===== src/rtl/control_sequencer_if.sv =====
// Bundle of instruction/stop inputs and the datapath, memory and register-select
// strobes exchanged between the control sequencer and the CPU datapath.
interface control_sequencer_if;
    logic [31:0] IR;
    logic        stop;
    logic        PCout, PCin, IncPC, MARin, MDRin, MDRout, IRin, Yin, Zin, Zlowout;
    logic        Read, Write;
    logic        Gra, Grb, Grc, Rin, Rout, BAout, Cout;
    logic [4:0]  alu_op;
    logic        run;

    modport master (
        input  IR, stop,
        output PCout, PCin, IncPC, MARin, MDRin, MDRout, IRin, Yin, Zin, Zlowout,
        output Read, Write,
        output Gra, Grb, Grc, Rin, Rout, BAout, Cout,
        output alu_op, run
    );

    modport slave (
        output IR, stop,
        input  PCout, PCin, IncPC, MARin, MDRin, MDRout, IRin, Yin, Zin, Zlowout,
        input  Read, Write,
        input  Gra, Grb, Grc, Rin, Rout, BAout, Cout,
        input  alu_op, run
    );
endinterface


===== src/rtl/control_sequencer.sv =====
// Moore timing/control FSM for the 32-bit bus CPU: fetch in T0-T2, execute in
// T3-T7, with a shared wait counter stretching every memory-access state.
module control_sequencer #(
    parameter int unsigned MEM_WAIT = 0
) (
    input  logic                clock,
    input  logic                reset,
    control_sequencer_if.master bus
);

    typedef enum logic [3:0] {
        S_RST, S_T0, S_T1, S_T2, S_T3, S_T4, S_T5, S_T6, S_T7, S_HALT
    } state_e;

    typedef enum logic [2:0] {
        C_NOP, C_HALT, C_LD, C_LDI, C_ST, C_RR, C_IMM
    } op_class_e;

    localparam logic [2:0] WAIT_LOAD = 3'(MEM_WAIT);
    localparam logic [4:0] OP_ADD    = 5'b00011;

    state_e     state_q, state_d;
    op_class_e  cls_q, cls_d;
    logic [2:0] wait_q, wait_d;
    logic [4:0] opcode;

    assign opcode = bus.IR[31:27];

    function automatic op_class_e decode(input logic [4:0] op);
        op_class_e c;
        if (op == 5'b00000)                       c = C_LD;
        else if (op == 5'b00001)                  c = C_LDI;
        else if (op == 5'b00010)                  c = C_ST;
        else if (op >= 5'b00011 && op <= 5'b01010) c = C_RR;
        else if (op >= 5'b01011 && op <= 5'b01101) c = C_IMM;
        else if (op == 5'b11010)                  c = C_HALT;
        else                                      c = C_NOP;
        return c;
    endfunction

    // State register; the instruction class is captured at the T2 branch so
    // execute-phase strobes depend only on registered state.
    always_ff @(posedge clock) begin
        if (reset) begin
            state_q <= S_RST;
            wait_q  <= 3'd0;
            cls_q   <= C_NOP;
        end else begin
            state_q <= state_d;
            wait_q  <= wait_d;
            cls_q   <= cls_d;
        end
    end

    // Next-state logic
    always_comb begin
        state_d = state_q;
        wait_d  = wait_q;
        cls_d   = cls_q;
        unique case (state_q)
            S_RST: state_d = S_T0;
            S_T0: begin
                state_d = S_T1;
                wait_d  = WAIT_LOAD;
            end
            S_T1: begin
                if (wait_q != 3'd0) wait_d = wait_q - 3'd1;
                else                state_d = S_T2;
            end
            S_T2: begin
                unique case (decode(opcode))
                    C_NOP:   state_d = S_T0;
                    C_HALT:  state_d = S_HALT;
                    default: begin
                        state_d = S_T3;
                        cls_d   = decode(opcode);
                    end
                endcase
            end
            S_T3: state_d = S_T4;
            S_T4: state_d = S_T5;
            S_T5: begin
                if (cls_q == C_LD || cls_q == C_ST) begin
                    state_d = S_T6;
                    if (cls_q == C_LD) wait_d = WAIT_LOAD;
                end else begin
                    state_d = bus.stop ? S_HALT : S_T0;
                end
            end
            S_T6: begin
                if (cls_q == C_LD) begin
                    if (wait_q != 3'd0) wait_d = wait_q - 3'd1;
                    else                state_d = S_T7;
                end else begin
                    state_d = S_T7;
                    wait_d  = WAIT_LOAD;
                end
            end
            S_T7: begin
                if (cls_q == C_ST && wait_q != 3'd0) wait_d = wait_q - 3'd1;
                else                                 state_d = bus.stop ? S_HALT : S_T0;
            end
            S_HALT: state_d = S_HALT;
            default: state_d = S_RST;
        endcase
    end

    logic pc_out, pc_in, inc_pc, mar_in, mdr_in, mdr_out, ir_in, y_in, z_in, zlow_out;
    logic rd, wr, gra, grb, grc, r_in, r_out, ba_out, c_out, run;
    logic [4:0] alu_op;

    // Output decode
    always_comb begin
        pc_out = 1'b0; pc_in = 1'b0; inc_pc = 1'b0; mar_in = 1'b0; mdr_in = 1'b0;
        mdr_out = 1'b0; ir_in = 1'b0; y_in = 1'b0; z_in = 1'b0; zlow_out = 1'b0;
        rd = 1'b0; wr = 1'b0; gra = 1'b0; grb = 1'b0; grc = 1'b0;
        r_in = 1'b0; r_out = 1'b0; ba_out = 1'b0; c_out = 1'b0;
        alu_op = 5'b00000;
        run = 1'b0;
        unique case (state_q)
            S_T0: begin
                run = 1'b1; pc_out = 1'b1; mar_in = 1'b1; inc_pc = 1'b1; z_in = 1'b1;
            end
            S_T1: begin
                run = 1'b1; zlow_out = 1'b1; rd = 1'b1; mdr_in = 1'b1;
                pc_in = (wait_q == WAIT_LOAD);
            end
            S_T2: begin
                run = 1'b1; mdr_out = 1'b1; ir_in = 1'b1;
            end
            S_T3: begin
                run = 1'b1; grb = 1'b1; y_in = 1'b1;
                if (cls_q == C_RR || cls_q == C_IMM) r_out  = 1'b1;
                else                                 ba_out = 1'b1;
            end
            S_T4: begin
                run = 1'b1; z_in = 1'b1;
                unique case (cls_q)
                    C_RR:    begin grc = 1'b1; r_out = 1'b1; alu_op = opcode; end
                    C_IMM:   begin c_out = 1'b1; alu_op = opcode; end
                    default: begin c_out = 1'b1; alu_op = OP_ADD; end
                endcase
            end
            S_T5: begin
                run = 1'b1; zlow_out = 1'b1;
                if (cls_q == C_LD || cls_q == C_ST) mar_in = 1'b1;
                else begin gra = 1'b1; r_in = 1'b1; end
            end
            S_T6: begin
                run = 1'b1; mdr_in = 1'b1;
                if (cls_q == C_LD) rd = 1'b1;
                else begin gra = 1'b1; r_out = 1'b1; end
            end
            S_T7: begin
                run = 1'b1;
                if (cls_q == C_LD) begin mdr_out = 1'b1; gra = 1'b1; r_in = 1'b1; end
                else wr = 1'b1;
            end
            default: ;
        endcase
    end

    assign bus.PCout   = pc_out;
    assign bus.PCin    = pc_in;
    assign bus.IncPC   = inc_pc;
    assign bus.MARin   = mar_in;
    assign bus.MDRin   = mdr_in;
    assign bus.MDRout  = mdr_out;
    assign bus.IRin    = ir_in;
    assign bus.Yin     = y_in;
    assign bus.Zin     = z_in;
    assign bus.Zlowout = zlow_out;
    assign bus.Read    = rd;
    assign bus.Write   = wr;
    assign bus.Gra     = gra;
    assign bus.Grb     = grb;
    assign bus.Grc     = grc;
    assign bus.Rin     = r_in;
    assign bus.Rout    = r_out;
    assign bus.BAout   = ba_out;
    assign bus.Cout    = c_out;
    assign bus.alu_op  = alu_op;
    assign bus.run     = run;

endmodule


===== src/flat_wrapper.sv =====
// flat-port wrapper written by rule: the top's interface ports become plain ports
module control_sequencer_flat 
#(
    parameter int unsigned MEM_WAIT = 0
)
  (clock, reset, bus_IR, bus_stop, bus_PCout, bus_PCin, bus_IncPC, bus_MARin, bus_MDRin, bus_MDRout, bus_IRin, bus_Yin, bus_Zin, bus_Zlowout, bus_Read, bus_Write, bus_Gra, bus_Grb, bus_Grc, bus_Rin, bus_Rout, bus_BAout, bus_Cout, bus_alu_op, bus_run);
  control_sequencer_if bus_i ();
  input  logic clock;
  input  logic reset;
  input wire logic [$bits(bus_i.IR)-1:0] bus_IR;
  input wire logic [$bits(bus_i.stop)-1:0] bus_stop;
  output wire logic [$bits(bus_i.PCout)-1:0] bus_PCout;
  output wire logic [$bits(bus_i.PCin)-1:0] bus_PCin;
  output wire logic [$bits(bus_i.IncPC)-1:0] bus_IncPC;
  output wire logic [$bits(bus_i.MARin)-1:0] bus_MARin;
  output wire logic [$bits(bus_i.MDRin)-1:0] bus_MDRin;
  output wire logic [$bits(bus_i.MDRout)-1:0] bus_MDRout;
  output wire logic [$bits(bus_i.IRin)-1:0] bus_IRin;
  output wire logic [$bits(bus_i.Yin)-1:0] bus_Yin;
  output wire logic [$bits(bus_i.Zin)-1:0] bus_Zin;
  output wire logic [$bits(bus_i.Zlowout)-1:0] bus_Zlowout;
  output wire logic [$bits(bus_i.Read)-1:0] bus_Read;
  output wire logic [$bits(bus_i.Write)-1:0] bus_Write;
  output wire logic [$bits(bus_i.Gra)-1:0] bus_Gra;
  output wire logic [$bits(bus_i.Grb)-1:0] bus_Grb;
  output wire logic [$bits(bus_i.Grc)-1:0] bus_Grc;
  output wire logic [$bits(bus_i.Rin)-1:0] bus_Rin;
  output wire logic [$bits(bus_i.Rout)-1:0] bus_Rout;
  output wire logic [$bits(bus_i.BAout)-1:0] bus_BAout;
  output wire logic [$bits(bus_i.Cout)-1:0] bus_Cout;
  output wire logic [$bits(bus_i.alu_op)-1:0] bus_alu_op;
  output wire logic [$bits(bus_i.run)-1:0] bus_run;
  assign bus_i.IR = bus_IR;
  assign bus_i.stop = bus_stop;
  assign bus_PCout = bus_i.PCout;
  assign bus_PCin = bus_i.PCin;
  assign bus_IncPC = bus_i.IncPC;
  assign bus_MARin = bus_i.MARin;
  assign bus_MDRin = bus_i.MDRin;
  assign bus_MDRout = bus_i.MDRout;
  assign bus_IRin = bus_i.IRin;
  assign bus_Yin = bus_i.Yin;
  assign bus_Zin = bus_i.Zin;
  assign bus_Zlowout = bus_i.Zlowout;
  assign bus_Read = bus_i.Read;
  assign bus_Write = bus_i.Write;
  assign bus_Gra = bus_i.Gra;
  assign bus_Grb = bus_i.Grb;
  assign bus_Grc = bus_i.Grc;
  assign bus_Rin = bus_i.Rin;
  assign bus_Rout = bus_i.Rout;
  assign bus_BAout = bus_i.BAout;
  assign bus_Cout = bus_i.Cout;
  assign bus_alu_op = bus_i.alu_op;
  assign bus_run = bus_i.run;
  control_sequencer #(.MEM_WAIT(MEM_WAIT)) u_core (.clock(clock), .reset(reset), .bus(bus_i));
endmodule

===== config.mk =====
export PLATFORM = sky130hd
export DESIGN_NAME = control_sequencer_flat
export DESIGN_NICKNAME = d
export VERILOG_FILES = /design/src/rtl/control_sequencer_if.sv /design/src/rtl/control_sequencer.sv /design/src/flat_wrapper.sv
export SDC_FILE = /design/constraint.sdc
export NUM_CORES = 1
export LEC_CHECK = 0
export ABC_AREA = 1
export CAP_MARGIN = 20
export CORE_ASPECT_RATIO = 0.75
export CORE_UTILIZATION = 39
export CTS_BUF_LIST = sky130_fd_sc_hd__clkbuf_4 sky130_fd_sc_hd__clkbuf_8 sky130_fd_sc_hd__clkbuf_16
export CTS_CLUSTER_DIAMETER = 150
export DETAILED_ROUTE_END_ITERATION = 10
export PLACE_DENSITY = 0.85
export REMOVE_ABC_BUFFERS = 1
export SKIP_LAST_GASP = 1
export SYNTH_ARGS = -nofsm -noshare
export SYNTH_HDL_FRONTEND = slang
export SYNTH_SLANG_ARGS = --single-unit

===== constraint.sdc =====
create_clock -name clock -period 2.05 [get_ports clock]
set_clock_uncertainty 0.15 [all_clocks]
set_input_delay 0.205 -clock clock [delete_from_list [all_inputs] [get_ports clock]]
set_output_delay 0.205 -clock clock [all_outputs]
set_load 0.02 [all_outputs]

### Word level (Yosys, flattened, before mapping)

Cells that the tools add are included.

| word-level totals | value |
|---|---|
| input bits | 35 |
| output and inout port bits | 25 |
| logic and storage cells | 101 |
| register bits after elaboration | 10 |

| operators by class | value |
|---|---|
| $lt $le $gt $ge | 4 |
| bitwise logic cells | 1 |
| muxes and demuxes | 49 |
| reductions and logical operators | 20 |
| eq/ne operators | 23 |
| add/sub/neg operators | 1 |

Operators by type and width:

| kind | count |
|---|---|
| 4-bit one-hot mux with 10 select lines | 1 |
| 3-bit two-way mux | 11 |
| 4-bit two-way mux | 6 |
| 1-bit two-way mux | 21 |
| 4-bit by 3-bit == test with 1-bit output, second input constant | 4 |
| 3-bit one-hot mux with 5 select lines | 1 |
| 5-bit by 4-bit <= comparator with 1-bit output, second input constant | 2 |
| 5-bit two-way mux | 2 |
| 2-bit OR reduction | 5 |
| 3-bit == test, second input constant | 3 |
| 4-bit by 2-bit == test with 1-bit output, second input constant | 2 |
| 4-bit == test, second input constant | 2 |
| 1-bit one-hot mux with 2 select lines | 4 |
| 4-bit one-hot mux with 2 select lines | 1 |
| 8-bit OR reduction | 1 |
| 3-bit logical NOT | 2 |
| 2-bit by 1-bit inequality test with 1-bit output, second input constant | 3 |
| 1-bit one-hot mux with 3 select lines | 2 |
| 5-bit by 1-bit == test with 1-bit output, second input constant | 1 |
| 5-bit by 2-bit == test with 1-bit output, second input constant | 1 |
| 5-bit == test, second input constant | 1 |
| 5-bit by 2-bit >= comparator with 1-bit output, second input constant | 1 |
| 5-bit by 4-bit >= comparator with 1-bit output, second input constant | 1 |
| 5-bit logical NOT | 1 |
| other kinds (15) | 19 |

### Depth between registers and ports, before layout

Gate-level depths: netlist (run 1).

| logic depth | value |
|---|---|
| depth after elaboration | 12 |
| gate-level depth with buffers | 10 |

### Worst setup path before layout (run 1)

No wires, ideal clock.

| timing | value |
|---|---|
| path type | register to output |
| start | register u_core.state_q[0] |
| end | output bus_Rout |
| required time | 1.695 ns |
| slack | 0.250 ns |
| arrival | 1.445 ns |
| stages on the path, launching flop included | 9 |
| path through | dfxtp_1 buf_6 inv_1 nor2_1 nand2_1 nor2_1 inv_1 nor2_1 nand3b_1 |

| between the ends | value |
|---|---|
| word-level cells in the longest chain between the ends | 2 |
| elaborated cells between the ends (all ways) | 4 |
| classes of those cells | 3 x eq/ne; 1 x mux |

RTL lines:

| item | RTL line | text |
|---|---|---|
| from (decl) | control_sequencer.sv:22 | `state_e state_q, state_d;` |
| from (signal assigned) | control_sequencer.sv:49 | `state_q <= state_d;` |
| 4-bit by 3-bit == test with 1-bit output | control_sequencer.sv:120 | `unique case (state_q)` |
| 1-bit one-hot mux with 3 select lines (*) | control_sequencer.sv:120 |  |
| to (decl) | flat_wrapper.sv:28 | `output wire logic [$bits(bus_i.Rout)-1:0] bus_Rout;` |

Mark *: on every way between the ends. The rest lies on a longest branch, timed or not.

### Worst setup path in the final report (run 1)

| timing | value |
|---|---|
| start | register u_core.state_q[3] |
| end | output bus_MARin |

| between the ends | value |
|---|---|
| word-level cells in the longest chain between the ends | 2 |
| elaborated cells between the ends (all ways) | 3 |
| classes of those cells | 2 x eq/ne; 1 x mux |

RTL lines:

| item | RTL line | text |
|---|---|---|
| 4-bit by 3-bit == test with 1-bit output or 4-bit by 1-bit == test with 1-bit output (tied branches) | control_sequencer.sv:120 |  |
| 1-bit one-hot mux with 2 select lines (*) | control_sequencer.sv:120 |  |
| to (decl) | flat_wrapper.sv:15 | `output wire logic [$bits(bus_i.MARin)-1:0] bus_MARin;` |

Marked as above.

==> reports/metrics.yaml, run 1 <==
relSlewSlack_pct: 75.0
rows: 16
fin_crit_sh_pct: 97.8
dp_hpwl_mm: 2.49
clkLatencyLatePin_ps: 230
max_freq_ghz: 0.499
finish.instance_area_um2: 1560
drcViolationCount: 0
finalHoldViolCount: 0
drv_cap: 0
path_class: "reg -> out"
cp.required_ps: 1690
path_cells: "inv_2 -> nand2_2 -> nor2_1 -> nand3_2 -> nand2_1 -> dlygate4sd2_1"
start_util_pct: 41.5
path_clk_slew_ps: 40
worstSetupStartpointType: "flop"
yosysTopAreaCell: "dfxtp_1"
portBuffers: 32
ys_ff_latch: 10
hold_class: "reg -> reg"
antenna_found_initial: 0
wl_per_cell_um: 10.9
viasPerCell: 5.00
worstReg2RegEnd: "u_core.wait_q[2]"
synth.area.mux_share_pct: 0
gp_congestion: 0.935
rsz0062_at_grt: "true"
num_vias: 1390
synth_top_family_by_area: "simple AND/OR/NAND/NOR gates"
synth_top_flop_cell: "dfxtp_1"
synth_fa_ha_area_share_pct: 2.30
holdWs_ps: 315
worstSetupEndpointType: "primary output"
status: "finished clean"
async_flop_share_pct: 0
cts_root_buf: "clkbuf_8"
maxSlewViolCount: 0
htreeDepth: 1
vdd_ir_drop_max_v: 0.000320
synth_xor_area_share_pct: 0
area_growth_pct: 43.7
path_delay_family: "simple AND/OR/NAND/NOR gates"
critPathCapture: "bus_MARin"
die_w_um: 63.0
finalCriticalPeriod_ps: 2000
setup_violations: 0
firstDrtPassIters: 5
netlist_area_um2: 1090
cts_sinks: 10
ys_top_cells_by_area: "dfxtp_1 (18%), nand2_1 (17%), nor2_1 (12%), nand3_1 (10%), inv_1 (9.3%)"
rrSetupSlack_ps: 360
critical_path_depth: 6
post_dp_cell_area_um2: 1540
hold_depth: 2
die_y_um: 47.7
critPathBufInv: 2
yosys.area_share.simple_pct: 57.5
powerDensity_nw_per_um2: 393
tightest_slew_ps: 374
first_global_vias: 1115
drive_gt1_share_pct: 19.8
startpoint: "u_core.state_q[3]"
n_antenna_cell: 0
die_area_um2: 3010
cts_tree: "built"
arrival_ps: 1650
utilization_pct: 59.6
core_um2: 2620
yosysSeqAreaShare_pct: 18.4
grt_pass1_wl_mm: 4.73
yosysWarnings: 0
grt.total_usage_pct: 20.5
postCtsSetupBuffers: 0
synth_compound_area_share_pct: 7.48
synth_common_cells: "nand2_1 (50), nor2_1 (35), inv_1 (27)"
ioPinCount: 60
leakagePower_nw: 0.884
max-clock-path-buffers: 2
slowest_delay_ps: 380
grt_max_degree: 10
ant_nets: 0
r2r-start: "u_core.state_q[0]"
layout.nets: 281
worst-r2r-cell-count: 9
synth_edf_count: 0
post-synth-top-count-cell: "nand2_1"
cpMaxStageDelayCell: "dfxtp_1"
wl_mm: 3.02
yosysTopAreaCellShare_pct: 18.4
cp_max_fo: 6
ys_types: 25
cts_buffers: 3
drt_iter0_drc: 111
synthCells: 195
p_total_mw: 0.614
setup-tns-final_ps: 0
globalRouteOverflowTotal: 0
syn_area_per_cell_um2: 5.58
-- flip-flops by register name (all words and copies together) (netlist names) --
| register | flops |
|---|---|
| u_core.cls_q | 3 |
| u_core.state_q | 4 |
| u_core.wait_q | 3 |
-- cell families (layout without fill, tap and decap cells) --
group                    count (synthesis)  in the layout
AND/OR/NAND/NOR                        132            132
adder cells (fa/ha/maj)                  2              2
buffers and inverters                   37             84
flip-flops                              10             10
AO/OA/AOI/OAI                           14             14
-- tightest hold or removal path, stage by stage, from the launching register on --
cell     delay [ps]
dfxtp_1         300
nand2_1          60
a21oi_1          60
-- cells in the final DEF (no fill, tap or decap), drive strengths merged --
cell type | netlist | layout
nand2 | 55 | 55
nor2 | 40 | 40
inv | 32 | 32
nand3 | 24 | 24
buf | 4 | 16
dlygate4sd2 | 0 | 12
dfxtp | 10 | 10
a21oi | 10 | 10
clkdlybuf4s50 | 0 | 9
clkbuf | 0 | 8
nor3 | 6 | 6
nand4 | 4 | 4
o21ai | 4 | 4
dlymetal6s2s | 0 | 3
clkdlybuf4s15 | 0 | 3
nand3b | 2 | 2
ha | 2 | 2
clkinv | 1 | 1
or2 | 1 | 1
-- through the flow --
step	setup slack, ps	instances
after floorplan	133	191
after global placement	35.2	275
after detailed placement	-14.3	275
after CTS	6.47	278
after global routing	-88.2	278
final	45.9	278
-- routing by layer --
metal	global-route usage, %	share of wire, %	vias to the layer above
met4	1.40	0.56	0
met3	5.71	8.0	4
li1	-	-	707
met1	27.0	47	617
met2	35.5	44	62
met5	0	0	-
-- where the power goes --
part           switching (mW)  internal [mW]  leakage (nW)
Combinational           0.122         0.0846         0.781
Clock                  0.0709          0.128        0.0216
Sequential            0.00710          0.202        0.0815
-- area by class of cell --
cell class | count | area [µm²]
well taps | 36 | 45.0
flip-flops and latches | 10 | 201
fillers | 250 | 1060
inverters | 33 | 125
clock buffers | 3 | 41.3
multi-input cells | 148 | 742
repair buffers | 48 | 408
-- what timing repair did --
action	4_1_cts	5_1_grt
setup endpoints to repair	20	13
resized for setup	21	20
hold buffers	0	0
-- worst min-delay path by stage --
stage	from	slack (ps)	end
global placement	u_core.wait_q[1]	300	u_core.wait_q[1]
global route	u_core.wait_q[1]	360	u_core.wait_q[1]
finish	u_core.wait_q[1]	310	u_core.wait_q[1]
detailed placement	u_core.wait_q[1]	310	u_core.wait_q[1]
floorplan	reset	120	u_core.state_q[0]
CTS	u_core.wait_q[1]	320	u_core.wait_q[1]
Note: power is estimated with default switching activity, not from simulation.
==> run 2: changes to the inputs <==
- ABC_AREA: 1 -> 0
- CORE_UTILIZATION: 39 -> 37
- CTS_CLUSTER_SIZE: not set -> 8
==> reports/metrics.yaml, run 2 <==
status: "complete, but fails checks"
violations: "setup timing"
maxSlewViolCount: 0
hold_class: "reg -> reg"
grt.busiest_layer: "met2"
layout_commonest_cell: "buf_4"
globalRouteOverflowTotal: 0
rows: 15
viasPerCell: 5.42
ys_top_cells_by_area: "dfxtp_1 (21%), o21ai_0 (5.2%), nand2_1 (5.1%), nor2_1 (4.3%), nand2b_1 (3.2%)"
die_area_um2: 2810
path_delay_family: "simple AND/OR/NAND/NOR gates"
drcViolationCount: 0
tightest_slew_ps: 441
first_global_vias: 1108
vdd_ir_drop_max_v: 0.000260
path_class: "reg -> out"
yosys.area_share.simple_pct: 36.6
synth_common_cells: "nand2_1 (13), nor2_1 (11), dfxtp_1 (10), o21ai_0 (10)"
ant_nets: 0
synth_edf_count: 0
setup_ws_ps: -80.0
antenna_found_initial: 0
gp_congestion: 0.895
cts_sinks: 10
cpMaxStageDelayCell: "or4bb_4"
num_vias: 1226
area_growth_pct: 61.8
ctsHoldBuffers: 0
top_register: "u_core.state_q"
synth_fa_ha_area_share_pct: 2.60
finish.instance_area_um2: 1560
start_util_pct: 40.4
drive_gt1_share_pct: 40.6
ys_types: 48
fin_crit_sh_pct: 104
top_regs: "u_core.state_q: 4 flops, u_core.cls_q: 3 flops, u_core.wait_q: 3 flops"
leakagePower_nw: 0.785
yosysTopAreaCellShare_pct: 20.8
met1_usage_pct: 33.2
setup_violations: 2
async_flop_share_pct: 0
relSlewSlack_pct: 70.5
synth.area.mux_share_pct: 2.08
utilization_pct: 65.4
htreeDepth: 1
portBuffers: 32
placed_cells: 215
yosysTopAreaCell: "dfxtp_1"
yosysWarnings: 0
cp_max_fo: 2
cts_tree: "built"
cp.required_ps: 1690
synth_top_family_by_area: "simple AND/OR/NAND/NOR gates"
layout.nets: 231
ys_ff_latch: 10
largest_register_ffs: 4
post_dp_cell_area_um2: 1490
cts_buffers: 3
grt.total_usage_pct: 24.7
arrival_ps: 1770
rsz0062_at_grt: "true"
clkLatencyLatePin_ps: 260
core_um2: 2380
powerDensity_nw_per_um2: 398
finalCriticalPeriod_ps: 2130
layout.cells.most_common_list: "buf_4 (36), nand2_1 (12), nor2_1 (11), buf_2 (10), o21ai_0 (8)"
firstDrtPassIters: 4
grt_max_degree: 15
synth_top_flop_cell: "dfxtp_1"
cts_root_buf: "clkbuf_4"
path_cells: "or4bb_4 -> buf_4 -> o21bai_1 -> o21ai_0 -> buf_2"
use_met2_pct: 42.0
wl_mm: 3.30
n_antenna_cell: 0
critPathBufInv: 2
path_clk_slew_ps: 70
drv_cap: 0
slowest_delay_ps: 550
dp_hpwl_mm: 2.42
worstSetupEndpointType: "primary output"
synth_compound_area_share_pct: 27.3
grtUsageMet3_pct: 2.25
max_freq_ghz: 0.469
grt_pass1_wl_mm: 5.05
yosysSeqAreaShare_pct: 20.8
post-synth-top-count-cell: "nand2_1"
drt_iter0_drc: 101
pre_cts_ws_ps: -199
netlist_area_um2: 963
finalHoldViolCount: 0
ioPinCount: 60
wl_per_cell_um: 14.6
syn_area_per_cell_um2: 7.47
die_w_um: 60.9
synth_xor_area_share_pct: 2.73
die_y_um: 46.2
synthCells: 129
worstSetupStartpointType: "flop"
final_cells: 226
max-clock-path-buffers: 2
-- run 2: cell count changes in the layout (fill, tap and decap cells not counted), moves of 6 or more --
cell | previous run | this run
dlygate4sd2_1 | 12 | 6
nand2_1 | 50 | 12
inv_1 | 27 | 5
nand3_1 | 21 | 2
buf_2 | 0 | 10
nor2_1 | 35 | 11
buf_4 | 16 | 36
-- run 2: where the power goes --
part           leakage, nW  switching (mW)  internal, mW  total [mW]
Sequential          0.0823         0.00750         0.204       0.211
Clock               0.0138          0.0635        0.0675       0.131
Combinational        0.689           0.145         0.134       0.279
-- run 2: final timing paths --
check	depth (start not counted)	end	from	slack [ps]
min reg2reg	1	u_core.wait_q[0]	u_core.wait_q[0]	330
max reg2reg	8	u_core.wait_q[2]	u_core.state_q[0]	40
min	1	u_core.wait_q[0]	u_core.wait_q[0]	330
max	5	bus_MARin	u_core.state_q[1]	-80
-- run 2: cell families (layout without fill, tap and decap cells) --
group / after synthesis / after routing
fa+ha+maj: 2 / 2
xor+xnor: 3 / 3
compound gates: 37 / 37
flops: 10 / 10
simple gates: 60 / 60
buf+inv: 15 / 78
mux: 2 / 2
-- run 2: routing by layer --
layer | vias to the layer above | part of all wire, %
met4 | 0 | 0.79
li1 | 596 | -
met3 | 4 | 6.2
met2 | 44 | 49
met5 | - | 0
met1 | 582 | 45
-- run 2: cell type report --
class / count / area (µm²)
fillers: 214 / 825
multi-input cells: 104 / 742
repair buffers: 69 / 526
flip-flops and latches: 10 / 204
well taps: 34 / 42.5
clock buffers: 3 / 22.5
inverters: 6 / 22.5
-- run 2: repair_timing --
item / CTS / global route
pin swaps: 1 / 3
setup buffers: 5 / 4
setup endpoints to repair: 26 / 27
gates resized for setup: 67 / 31
-- run 2: metrics by stage --
step	power [mW]	TNS [ps]	hold WS [ps]
global route	0.663	-320	356
floorplan	0.341	-2240	124
finish	0.621	-95.6	329
CTS	0.602	-371	328
global placement	0.467	-1050	284
detailed placement	0.474	-1490	317
